[src/rtl/zsdram_access_scheduler_if.sv]
// Bus bundle between the access scheduler, its write/read requesters and the SDRAM function module.
// The master side is the scheduler; the slave side is everything around it.
interface zsdram_access_scheduler_if;
    logic        wr_req;
    logic [23:0] wr_addr;
    logic [15:0] wr_data;
    logic        wr_ack;
    logic        rd_req;
    logic [23:0] rd_addr;
    logic [15:0] rd_data;
    logic        rd_valid;
    logic        init_done;
    logic        ref_overrun;
    logic [3:0]  call;
    logic [23:0] call_addr;
    logic [15:0] call_wdata;
    logic        call_done;
    logic [15:0] call_rdata;

    modport master (
        input  wr_req, wr_addr, wr_data, rd_req, rd_addr, call_done, call_rdata,
        output wr_ack, rd_data, rd_valid, init_done, ref_overrun, call, call_addr, call_wdata
    );

    modport slave (
        output wr_req, wr_addr, wr_data, rd_req, rd_addr, call_done, call_rdata,
        input  wr_ack, rd_data, rd_valid, init_done, ref_overrun, call, call_addr, call_wdata
    );
endinterface

[src/rtl/zsdram_access_scheduler.sv]
// Sequences the SDRAM function module: power-on init, periodic auto-refresh, and round-robin
// arbitration of one write port and one read port onto a one-hot call that is held until done.
module zsdram_access_scheduler #(
    parameter logic [15:0] REF_INTERVAL = 16'd1030,
    parameter int          REF_CNT_W    = 16
) (
    input  logic                             clk,
    input  logic                             rst,
    zsdram_access_scheduler_if.master        bus
);
    localparam logic [3:0] CALL_INIT = 4'b0001;
    localparam logic [3:0] CALL_REF  = 4'b0010;
    localparam logic [3:0] CALL_RD   = 4'b0100;
    localparam logic [3:0] CALL_WR   = 4'b1000;
    localparam logic [REF_CNT_W-1:0] REF_LAST = REF_CNT_W'(REF_INTERVAL - 16'd1);

    typedef enum logic [2:0] {
        S_INIT_ISSUE, S_INIT_WAIT, S_IDLE, S_REF, S_WR, S_RD, S_GAP
    } state_t;

    state_t               state, state_n;
    logic [3:0]           call_q, call_n;
    logic [23:0]          addr_q, addr_n;
    logic [15:0]          wdata_q, wdata_n;
    logic [15:0]          rdata_q, rdata_n;
    logic                 wr_ack_q, wr_ack_n;
    logic                 rd_valid_q, rd_valid_n;
    logic                 init_done_q, init_done_n;
    logic                 overrun_q, overrun_n;
    logic [REF_CNT_W-1:0] ref_cnt, ref_cnt_n;
    logic                 ref_pend, ref_pend_n;
    logic                 last_rd, last_rd_n;
    logic                 ref_done;
    logic                 ref_wrap;

    always_ff @(posedge clk) begin
        if (rst) begin
            state       <= S_INIT_ISSUE;
            call_q      <= '0;
            addr_q      <= '0;
            wdata_q     <= '0;
            rdata_q     <= '0;
            wr_ack_q    <= 1'b0;
            rd_valid_q  <= 1'b0;
            init_done_q <= 1'b0;
            overrun_q   <= 1'b0;
            ref_cnt     <= '0;
            ref_pend    <= 1'b0;
            last_rd     <= 1'b1;
        end else begin
            state       <= state_n;
            call_q      <= call_n;
            addr_q      <= addr_n;
            wdata_q     <= wdata_n;
            rdata_q     <= rdata_n;
            wr_ack_q    <= wr_ack_n;
            rd_valid_q  <= rd_valid_n;
            init_done_q <= init_done_n;
            overrun_q   <= overrun_n;
            ref_cnt     <= ref_cnt_n;
            ref_pend    <= ref_pend_n;
            last_rd     <= last_rd_n;
        end
    end

    // call_done only matters while a call is outstanding; the function module idles with done high
    always_comb begin
        state_n     = state;
        call_n      = call_q;
        addr_n      = addr_q;
        wdata_n     = wdata_q;
        rdata_n     = rdata_q;
        wr_ack_n    = 1'b0;
        rd_valid_n  = 1'b0;
        init_done_n = init_done_q;
        overrun_n   = overrun_q;
        ref_cnt_n   = ref_cnt;
        ref_pend_n  = ref_pend;
        last_rd_n   = last_rd;
        ref_done    = 1'b0;
        ref_wrap    = init_done_q && (ref_cnt == REF_LAST);

        case (state)
            S_INIT_ISSUE: begin
                call_n  = CALL_INIT;
                state_n = S_INIT_WAIT;
            end
            S_INIT_WAIT, S_REF, S_WR, S_RD: begin
                if (bus.call_done) begin
                    call_n  = '0;
                    state_n = S_GAP;
                    if (state == S_INIT_WAIT) init_done_n = 1'b1;
                    if (state == S_REF)       ref_done    = 1'b1;
                    if (state == S_WR)        wr_ack_n    = 1'b1;
                    if (state == S_RD) begin
                        rdata_n    = bus.call_rdata;
                        rd_valid_n = 1'b1;
                    end
                end
            end
            S_GAP: state_n = S_IDLE;
            S_IDLE: begin
                if (ref_pend) begin
                    call_n  = CALL_REF;
                    state_n = S_REF;
                end else if (bus.wr_req && (!bus.rd_req || last_rd)) begin
                    call_n    = CALL_WR;
                    addr_n    = bus.wr_addr;
                    wdata_n   = bus.wr_data;
                    last_rd_n = 1'b0;
                    state_n   = S_WR;
                end else if (bus.rd_req) begin
                    call_n    = CALL_RD;
                    addr_n    = bus.rd_addr;
                    last_rd_n = 1'b1;
                    state_n   = S_RD;
                end
            end
            default: begin
                call_n  = '0;
                state_n = S_INIT_ISSUE;
            end
        endcase

        // A wrap that lands on a still-pending refresh is an overrun; only one refresh is owed
        if (init_done_q) ref_cnt_n = ref_wrap ? '0 : ref_cnt + 1'b1;
        if (ref_wrap) begin
            ref_pend_n = 1'b1;
            if (ref_pend) overrun_n = 1'b1;
        end else if (ref_done) begin
            ref_pend_n = 1'b0;
        end
    end

    assign bus.call        = call_q;
    assign bus.call_addr   = addr_q;
    assign bus.call_wdata  = wdata_q;
    assign bus.rd_data     = rdata_q;
    assign bus.wr_ack      = wr_ack_q;
    assign bus.rd_valid    = rd_valid_q;
    assign bus.init_done   = init_done_q;
    assign bus.ref_overrun = overrun_q;
endmodule

[src/flat_wrapper.sv]
// flat-port wrapper written by rule: the top's interface ports become plain ports
module zsdram_access_scheduler_flat 
#(
    parameter logic [15:0] REF_INTERVAL = 16'd1030,
    parameter int          REF_CNT_W    = 16
)
  (clk, rst, bus_wr_req, bus_wr_addr, bus_wr_data, bus_rd_req, bus_rd_addr, bus_call_done, bus_call_rdata, bus_wr_ack, bus_rd_data, bus_rd_valid, bus_init_done, bus_ref_overrun, bus_call, bus_call_addr, bus_call_wdata);
  zsdram_access_scheduler_if bus_i ();
  input  logic clk;
  input  logic rst;
  input wire logic [$bits(bus_i.wr_req)-1:0] bus_wr_req;
  input wire logic [$bits(bus_i.wr_addr)-1:0] bus_wr_addr;
  input wire logic [$bits(bus_i.wr_data)-1:0] bus_wr_data;
  input wire logic [$bits(bus_i.rd_req)-1:0] bus_rd_req;
  input wire logic [$bits(bus_i.rd_addr)-1:0] bus_rd_addr;
  input wire logic [$bits(bus_i.call_done)-1:0] bus_call_done;
  input wire logic [$bits(bus_i.call_rdata)-1:0] bus_call_rdata;
  output wire logic [$bits(bus_i.wr_ack)-1:0] bus_wr_ack;
  output wire logic [$bits(bus_i.rd_data)-1:0] bus_rd_data;
  output wire logic [$bits(bus_i.rd_valid)-1:0] bus_rd_valid;
  output wire logic [$bits(bus_i.init_done)-1:0] bus_init_done;
  output wire logic [$bits(bus_i.ref_overrun)-1:0] bus_ref_overrun;
  output wire logic [$bits(bus_i.call)-1:0] bus_call;
  output wire logic [$bits(bus_i.call_addr)-1:0] bus_call_addr;
  output wire logic [$bits(bus_i.call_wdata)-1:0] bus_call_wdata;
  assign bus_i.wr_req = bus_wr_req;
  assign bus_i.wr_addr = bus_wr_addr;
  assign bus_i.wr_data = bus_wr_data;
  assign bus_i.rd_req = bus_rd_req;
  assign bus_i.rd_addr = bus_rd_addr;
  assign bus_i.call_done = bus_call_done;
  assign bus_i.call_rdata = bus_call_rdata;
  assign bus_wr_ack = bus_i.wr_ack;
  assign bus_rd_data = bus_i.rd_data;
  assign bus_rd_valid = bus_i.rd_valid;
  assign bus_init_done = bus_i.init_done;
  assign bus_ref_overrun = bus_i.ref_overrun;
  assign bus_call = bus_i.call;
  assign bus_call_addr = bus_i.call_addr;
  assign bus_call_wdata = bus_i.call_wdata;
  zsdram_access_scheduler #(.REF_INTERVAL(REF_INTERVAL), .REF_CNT_W(REF_CNT_W)) u_core (.clk(clk), .rst(rst), .bus(bus_i));
endmodule
[config.mk]
export PLATFORM = sky130hd
export DESIGN_NAME = zsdram_access_scheduler_flat
export DESIGN_NICKNAME = d
export VERILOG_FILES = /design/src/rtl/zsdram_access_scheduler_if.sv /design/src/rtl/zsdram_access_scheduler.sv /design/src/flat_wrapper.sv
export SDC_FILE = /design/constraint.sdc
export NUM_CORES = 1
export LEC_CHECK = 0
export CAP_MARGIN = 25
export CORE_MARGIN = 2
export CORE_UTILIZATION = 45
export DETAILED_ROUTE_END_ITERATION = 12
export PLACE_DENSITY = 0.84
export SYNTH_ARGS = -nofsm -noshare
export SYNTH_HDL_FRONTEND = slang
export SYNTH_SLANG_ARGS = --single-unit
[constraint.sdc]
create_clock -name clk -period 3.4 [get_ports clk]
set_input_delay 0.34 -clock clk [delete_from_list [all_inputs] [get_ports clk]]
set_output_delay 0.34 -clock clk [all_outputs]
set_load 0.03 [all_outputs]
# --- Yosys cells after proc, flatten, opt, wreduce, memory -nomap -nowiden ---
# Cells that the tools add are included.
totals:
  ff_bits: 85
classes:
  addsub: 1
  eq_ne: 9
  n_mux: 22
  bitwise: 4
  reduce_logical: 16
ops:
  columns: ["cell", "count"]
  rows:
  - ["$mux 24", 2]
  - ["$add 16x1->16 const B", 1]
  - ["$eq 16x11->1 const B", 1]
  - ["$mux 16", 1]
  - ["$mux 4", 4]
  - ["$pmux 4 s4", 1]
  - ["$reduce_and 3->1", 5]
  - ["$mux 3", 4]
  - ["$pmux 3 s4", 1]
  - ["$eq 3x3->1 const B", 3]
  - ["$mux 1", 9]
  - ["$eq 3x2->1 const B", 2]
  - ["$ne 4x2->1 const B", 1]
  - ["$not 1->1", 4]
  - ["$reduce_and 2->1", 2]
  - ["$reduce_bool 2->1", 2]
  - ["$reduce_or 4->1", 1]
  - ["$eq 3x1->1 const B", 1]
  - ["$logic_not 3->1", 1]
  - ["$reduce_or 3->1", 1]
  - ["$logic_and 1x1->1", 2]
  - ["$ne 2x2->1 const B", 1]
  - ["$logic_not 1->1", 1]
  - ["$logic_or 1x1->1", 1]

# --- Longest topological paths before layout ---
# Gate-level depths: netlist of run 1.
logic_depth:
  depth_word: 6
  ltp_mapped: 7
  depth_no_buf: 6

# --- Worst setup path after synthesis of run 1 ---
# OpenSTA, ideal clock, no wires.
synth_path:
  path_kind: "register to register"
  start: "register u_core.init_done_q, in the netlist u_core.bus.init_done"
  end: "register u_core.ref_cnt[10]"
  arrival_ns: 1.511
  required_time_ns: 3.283
  path_slack_ns: 1.772
  stages_incl_launch_ff: 7
  path_cell_list: "dfxtp_1 -> buf_2 -> and4bb_1 -> nand4_1 -> nand2b_1 -> buf_2 -> nor2_1"
synth_between:
  elab_chain_cells: 2
synth_lines:
  columns: ["item", "line", "rtl"]
  rows:
  - ["start, declared", "zsdram_access_scheduler.sv:28", "logic init_done_q, init_done_n;"]
  - ["start signal, assigned", "zsdram_access_scheduler.sv:58", "init_done_q <= init_done_n;"]
  - ["$logic_and 1x1->1", "zsdram_access_scheduler.sv:81", "ref_wrap = init_done_q && (ref_cnt == REF_LAST);"]
  - ["$mux 16", "zsdram_access_scheduler.sv:126", "if (init_done_q) ref_cnt_n = ref_wrap ? '0 : ref_cnt + 1'b1;"]
  - ["end signal, assigned", "zsdram_access_scheduler.sv:60", "ref_cnt <= ref_cnt_n;"]
  - ["end, declared", "zsdram_access_scheduler.sv:30", "logic [REF_CNT_W-1:0] ref_cnt, ref_cnt_n;"]
# Parallel ways exist; a longest one is shown, timed or not.
# A chain may end at the register's enable or synchronous reset.

# --- Worst setup path after layout of run 1 ---
layout_path:
  start: "register u_core.state[1]"
  end: "register u_core.addr_q[4], in the netlist u_core.bus.call_addr[4]"
layout_between:
  elab_chain_cells: 2
layout_lines:
  columns: ["item", "line", "rtl"]
  rows:
  - ["start, declared", "zsdram_access_scheduler.sv:21", "state_t state, state_n;"]
  - ["start signal, assigned", "zsdram_access_scheduler.sv:51", "state <= state_n;"]
  - ["$eq 3x2->1", "zsdram_access_scheduler.sv:83", "case (state)"]
  - ["$reduce_and 3->1 (no line)", null, null]
  - ["end signal, assigned", "zsdram_access_scheduler.sv:53", "addr_q <= addr_n;"]
  - ["end, declared", "zsdram_access_scheduler.sv:23", "logic [23:0] addr_q, addr_n;"]
# Every way passes these cells.

==> results of run 1 <==
## Yosys cell counts (4+ instances only)
master	instances	area (um^2)
nand2_1	65	244
a311oi_1	24	210
buf_2	11	55.1
clkbuf_1	18	67.6
nor3_1	4	20.0
xnor2_1	4	35.0
nor2_1	58	218
inv_1	4	15.0
nand2b_1	5	31.3
a21oi_1	31	155
dfxtp_1	85	1700
xor2_1	7	61.3
mux2i_1	17	170
nand4_1	8	50.1
o21ai_0	8	40.0
nand3_1	29	145
## power by group
| part | switching [mW] | internal [mW] |
|---|---|---|
| clock | 0.376 | 0.364 |
| sequential | 0.0586 | 1.05 |
| combinational | 0.250 | 0.240 |
| total | 0.685 | 1.65 |
## stage by stage
stage / setup WS, ns / instance area [um^2] / utilization / std cells
6_report: 1.14 / 5300 / 0.685 / 661
5_1_grt: 0.919 / 5300 / 0.685 / 661
4_1_cts: 1.14 / 5290 / 0.684 / 660
3_5_place_dp: 0.877 / 5080 / 0.657 / 644
3_3_place_gp: 1.05 / 5080 / 0.657 / 644
2_1_floorplan: 1.77 / 3580 / - / 420
## kinds of logic after synthesis
group / after synthesis / share of synthesized area
adder cells (fa/ha/maj): 2 / 0.00699
XOR/XNOR: 11 / 0.0269
flip-flops: 85 / 0.475
multiplexers: 17 / 0.0475
AO/OA/AOI/OAI: 76 / 0.143
buffers and inverters: 35 / 0.0437
AND/OR/NAND/NOR: 194 / 0.257
## per-layer routing
metal / up-vias / wire length [um] / part of all wire / track usage
li1: 1741 / - / - / -
met1: 1626 / 3910 / 0.41 / 0.263
met2: 132 / 4770 / 0.50 / 0.377
met3: 15 / 649 / 0.068 / 0.0685
met4: 0 / 206 / 0.022 / 0.0637
met5: - / 0 / 0 / 0
## worst max-delay path, stage by stage, from the launching register on
cell      delay, ns
dfxtp_1        0.56
nor4b_2        0.47
and2b_1        0.36
buf_4          0.42
nor2_1         0.08
a311oi_1       0.27
## registers in the layout, summed over array words and instances, names as in the netlist
signal / count
u_core.bus.call_wdata: 16
u_core.ref_pend: 1
u_core.last_rd: 1
u_core.ref_cnt: 16
u_core.bus.call_addr: 24
u_core.bus.init_done: 1
u_core.bus.ref_overrun: 1
u_core.bus.rd_data: 16
u_core.bus.wr_ack: 1
u_core.bus.call: 4
u_core.state: 3
u_core.bus.rd_valid: 1
## cell type report
type / instances / area, um^2 / share of cell area
Clock inverter: 6 / 71.3 / 0.0135
Multi-Input combinational cell: 300 / 1720 / 0.325
Tap cell: 102 / 128 / 0.0241
Clock buffer: 10 / 138 / 0.0260
Inverter: 4 / 15.0 / 0.00283
Timing Repair Buffer: 154 / 1520 / 0.287
Sequential cell: 85 / 1700 / 0.321
## worst paths after layout
path,startpoint,endpoint,slack (ns),depth (start not counted)
worst max-delay path,u_core.state[1],u_core.bus.call_addr[4],1.14,5
worst min-delay path,u_core.bus.rd_data[2],u_core.bus.rd_data[2],0.46,2
worst max register to register,u_core.state[1],u_core.bus.call_addr[4],1.14,5
worst min register to register,u_core.bus.rd_data[2],u_core.bus.rd_data[2],0.46,2
==> impl_metrics.py, run 1 <==
metrics = {
    "outcome": {
        "status": "finished clean",
    },
    "cells_and_area": {
        "nFillCells": 613,
        "final_cell_mix": "147 x clkdlybuf4s50_1, 85 x dfxtp_1, 65 x nand2_1, 58 x nor2_1, 31 x a21oi_1",
        "layout_commonest_cell": "clkdlybuf4s50_1",
        "drive_gt1_frac": 0.0501,
        "antenna_cells": 0,
        "area_delta_synth_final_pct": 48.0,
        "finalNetCount": 641,
    },
    "routing": {
        "avgViaCountPerCell": 5.32,
        "post_drt_wl_per_cell_um": 14.4,
        "drt-pass1-iter-count": 5,
        "vias": 3514,
        "wl_um": 9530,
        "ant_nets": 0,
        "first_iter_violations": 201,
        "drc_errors": 0,
    },
    "global_routing": {
        "antenna_found_initial": 0,
        "grt_pass1_vias": 3406,
        "grt_pass1_wl_um": 15400,
        "grt_overflow": 0,
        "grt_usage": 0.219,
        "grt_start_max_net_pins": 41,
    },
    "worst_setup_path": {
        "arrival_ns": 2.52,
        "crit_path_start_kind": "flip-flop",
        "critPathKind": "reg2reg",
        "endpoint_kind": "flip-flop",
        "required_ns": 3.66,
        "path_max_fanout": 40,
    },
    "synth": {
        "async_reset_ff_frac": 0,
        "synth_nets": 507,
        "avgSynthCellArea_um2": 8.52,
        "ys_ff_latch": 85,
        "post_synth_num_cell_types": 47,
        "ys_warn_count": 0,
        "syn_area_mm2": 0.00358,
        "synth_cells": 420,
        "synth_flop_cell": "dfxtp_1",
        "synth-seq-area-share": 0.475,
        "synth_edf_count": 0,
    },
    "clocking": {
        "cts_resized": 0,
        "post_cts_buffers": 0,
        "clk_pin_slew_ns": 0.08,
        "cts_sinks": 85,
        "htreeDepth": 3,
        "root_buffer": "clkbuf_8",
        "clock_path_buffers": 2,
        "holdBufCountCts": 0,
        "cts_buffers": 9,
        "worstSkewPairLatency_ns": 0.36,
        "tritoncts": "yes",
    },
    "sta": {
        "final_max_slew_viol_count": 0,
        "rsz0062_at_grt": "false",
        "hold_viol": 0,
        "relSlewSlack": 0.570,
        "skew_ns": 0.0115,
        "worst_hold_slack_ns": 0.460,
        "min_period_over_period": 0.666,
        "period_minus_slack_ns": 2.26,
        "clock.fmax_mhz": 442,
        "setup_viol": 0,
        "tns_ns": 0,
        "worst_pin_slew_ns": 0.644,
    },
    "die": {
        "die_width_um": 93.2,
        "die_h_um": 93.2,
        "die_area_mm2": 0.00868,
        "initial_core_util": 0.463,
        "ios": 149,
        "coreArea_mm2": 0.00773,
        "row_count": 32,
    },
    "pwr": {
        "p_leak_nw": 1.94,
        "p_per_area_mw_per_mm2": 442,
        "vdd_drop_max_mv": 0.266,
        "power_mw": 2.34,
    },
    "placed_design": {
        "dpl.hpwl_um": 6820,
        "io_buffers": 148,
        "gp_congestion": 0.863,
    },
    "flow_run": {
        "max-cap-violations": 0,
    },
    "worst_hold_path": {
        "holdCritPathClass": "reg2reg",
    },
}
Note: power is estimated with default switching activity, not from simulation.
==> run 2: changes to the inputs <==
--- a/config.mk
+++ b/config.mk
@@ -7,9 +7,9 @@
 export LEC_CHECK = 0
 export CAP_MARGIN = 25
 export CORE_MARGIN = 2
-export CORE_UTILIZATION = 45
+export CORE_UTILIZATION = 43
 export DETAILED_ROUTE_END_ITERATION = 12
-export PLACE_DENSITY = 0.84
+export PLACE_DENSITY = 0.8
 export SYNTH_ARGS = -nofsm -noshare
 export SYNTH_HDL_FRONTEND = slang
 export SYNTH_SLANG_ARGS = --single-unit
==> constraint.sdc (replaced) <==
create_clock -name clk -period 2.29 [get_ports clk]
set_input_delay 0.229 -clock clk [delete_from_list [all_inputs] [get_ports clk]]
set_output_delay 0.229 -clock clk [all_outputs]
set_load 0.03 [all_outputs]
==> impl_metrics.py, run 2 (synthesized netlist as in run 1, its figures left out) <==
metrics = {
    "pwr": {
        "p_per_area_mw_per_mm2": 622,
        "pwr-share-clk": 0.279,
        "p_leak_nw": 1.95,
        "p_int_mw": 2.36,
        "swShare": 0.288,
        "vdd_drop_max_mv": 0.333,
        "p_sw_mw": 0.951,
        "pwr-share-seq": 0.493,
        "combPwrFrac": 0.228,
    },
    "sta": {
        "layout_setup_ws_ns": 0.438,
        "min_period_over_period": 0.809,
        "period_minus_slack_ns": 1.85,
        "final_max_slew_viol_count": 0,
        "relSlewSlack": 0.614,
        "hold_viol": 0,
        "skew_ns": 0.00902,
        "rsz0062_at_grt": "false",
        "setup_viol": 0,
        "worst_pin_slew_ns": 0.578,
        "clock.fmax_mhz": 540,
        "tns_ns": 0,
    },
    "worst_setup_path": {
        "required_ns": 2.06,
        "max_stage_delay_ns": 0.75,
        "path_max_fanout": 12,
        "r2r-end": "u_core.bus.call_addr[6]",
        "path_cells": "clkdlybuf4s50_1",
        "path_buf_inv": 1,
        "path_delay_family": "buffers and inverters",
        "arrival_ns": 1.62,
        "rr_worst_depth": 5,
        "r2r_start": "u_core.state[2]",
        "cp_slowest_cell": "clkdlybuf4s50_1",
        "endpoint_kind": "output pin",
        "critPathKind": "reg2out",
        "crit_path_start_kind": "flip-flop",
        "reg2reg_slack_ns": 0.45,
    },
    "global_routing": {
        "grt_start_max_net_pins": 49,
        "antenna_found_initial": 0,
        "grt_overflow": 0,
        "grt_pass1_wl_um": 14600,
        "grt_usage": 0.201,
        "grt_pass1_vias": 3210,
    },
    "clocking": {
        "worstSkewPairLatency_ns": 0.34,
        "holdBufCountCts": 0,
        "cts_sinks": 85,
        "htreeDepth": 3,
        "clk_pin_slew_ns": 0.08,
        "cts_buffers": 9,
        "tritoncts": "yes",
        "post_cts_buffers": 0,
        "cts_resized": 0,
        "root_buffer": "clkbuf_8",
        "clock_path_buffers": 2,
    },
    "outcome": {
        "status": "finished clean",
    },
    "routing": {
        "drt-pass1-iter-count": 4,
        "drc_errors": 0,
        "post_drt_wl_per_cell_um": 13.6,
        "vias": 3489,
        "ant_nets": 0,
        "wl_um": 9100,
        "first_iter_violations": 182,
        "avgViaCountPerCell": 5.21,
    },
    "placed_design": {
        "io_buffers": 148,
        "dpl.hpwl_um": 6580,
        "gp_congestion": 0.784,
        "dp_cells": 654,
        "pre_cts_slack_ns": 0.431,
    },
    "cells_and_area": {
        "final_cell_mix": "147 x clkdlybuf4s50_1, 85 x dfxtp_1, 65 x nand2_1, 58 x nor2_1, 31 x a21oi_1",
        "final_cells": 670,
        "drive_gt1_frac": 0.0549,
        "layout_commonest_cell": "clkdlybuf4s50_1",
        "finish.utilization": 0.654,
        "finalNetCount": 647,
        "largest_reg_flops": 24,
        "antenna_cells": 0,
        "area_delta_synth_final_pct": 48.6,
        "nFillCells": 658,
    },
    "die": {
        "die_area_mm2": 0.00907,
        "die_h_um": 95.2,
        "row_count": 33,
        "initial_core_util": 0.440,
        "coreArea_mm2": 0.00813,
        "die_width_um": 95.2,
        "ios": 149,
    },
    "flow_run": {
        "max-cap-violations": 0,
    },
    "worst_hold_path": {
        "min_from": "rst",
        "hold_depth": 2,
        "min_delay_worst_endpoint": "u_core.bus.call_wdata[8]",
        "holdCritPathClass": "in2reg",
    },
}
run 2: per-stage QoR:
step | cell area, um^2 | hold slack, ns | total power, mW
after CTS | 5320 | 0.350 | 3.34
final | 5320 | 0.364 | 3.31
after detailed placement | 5150 | 0.448 | 2.42
after global routing | 5320 | 0.371 | 3.47
after global placement | 5150 | 0.441 | 2.40
after floorplan | 3580 | 0.365 | 2.07
run 2: metal layers:
metal  global-route usage  vias up  wire (um)
met5                    0        -          0
met4               0.0507        0         67
met3               0.0530        4        600
met2                0.347      105       4520
met1                0.248     1620       3910
li1                     -     1760          -
run 2: worst max path at each step:
stage                                     from                        to  slack [ns]  cells past startpoint
after floorplan           u_core.bus.init_done        u_core.ref_cnt[10]        0.66                      6
after global placement              bus_wr_req           u_core.state[0]        0.45                      5
after detailed placement            bus_wr_req           u_core.state[0]        0.43                      5
after CTS                 u_core.bus.init_done             bus_init_done        0.42                      1
after global routing           u_core.state[2]  u_core.bus.call_addr[22]        0.24                      5
final                     u_core.bus.init_done             bus_init_done        0.44                      1
run 2: final cells by class:
cell class	count	area, um^2	area share
multi-input combinational	300	1720	0.324
sequential	85	1700	0.320
timing repair buffer	160	1580	0.297
clock buffer	13	149	0.0280
tap	105	131	0.0247
clock inverter	3	21.3	0.00400
inverter	4	15.0	0.00282
run 2: power by group through the flow:
stage / combinational [mW] / sequential [mW] / clock (mW)
2_1_floorplan: 0.289 / 1.78 / 0
6_report: 0.753 / 1.63 / 0.922
3_3_place_gp: 0.743 / 1.66 / 0
3_5_place_dp: 0.755 / 1.66 / 0
5_1_grt: 0.815 / 1.65 / 1.01
4_1_cts: 0.758 / 1.63 / 0.956
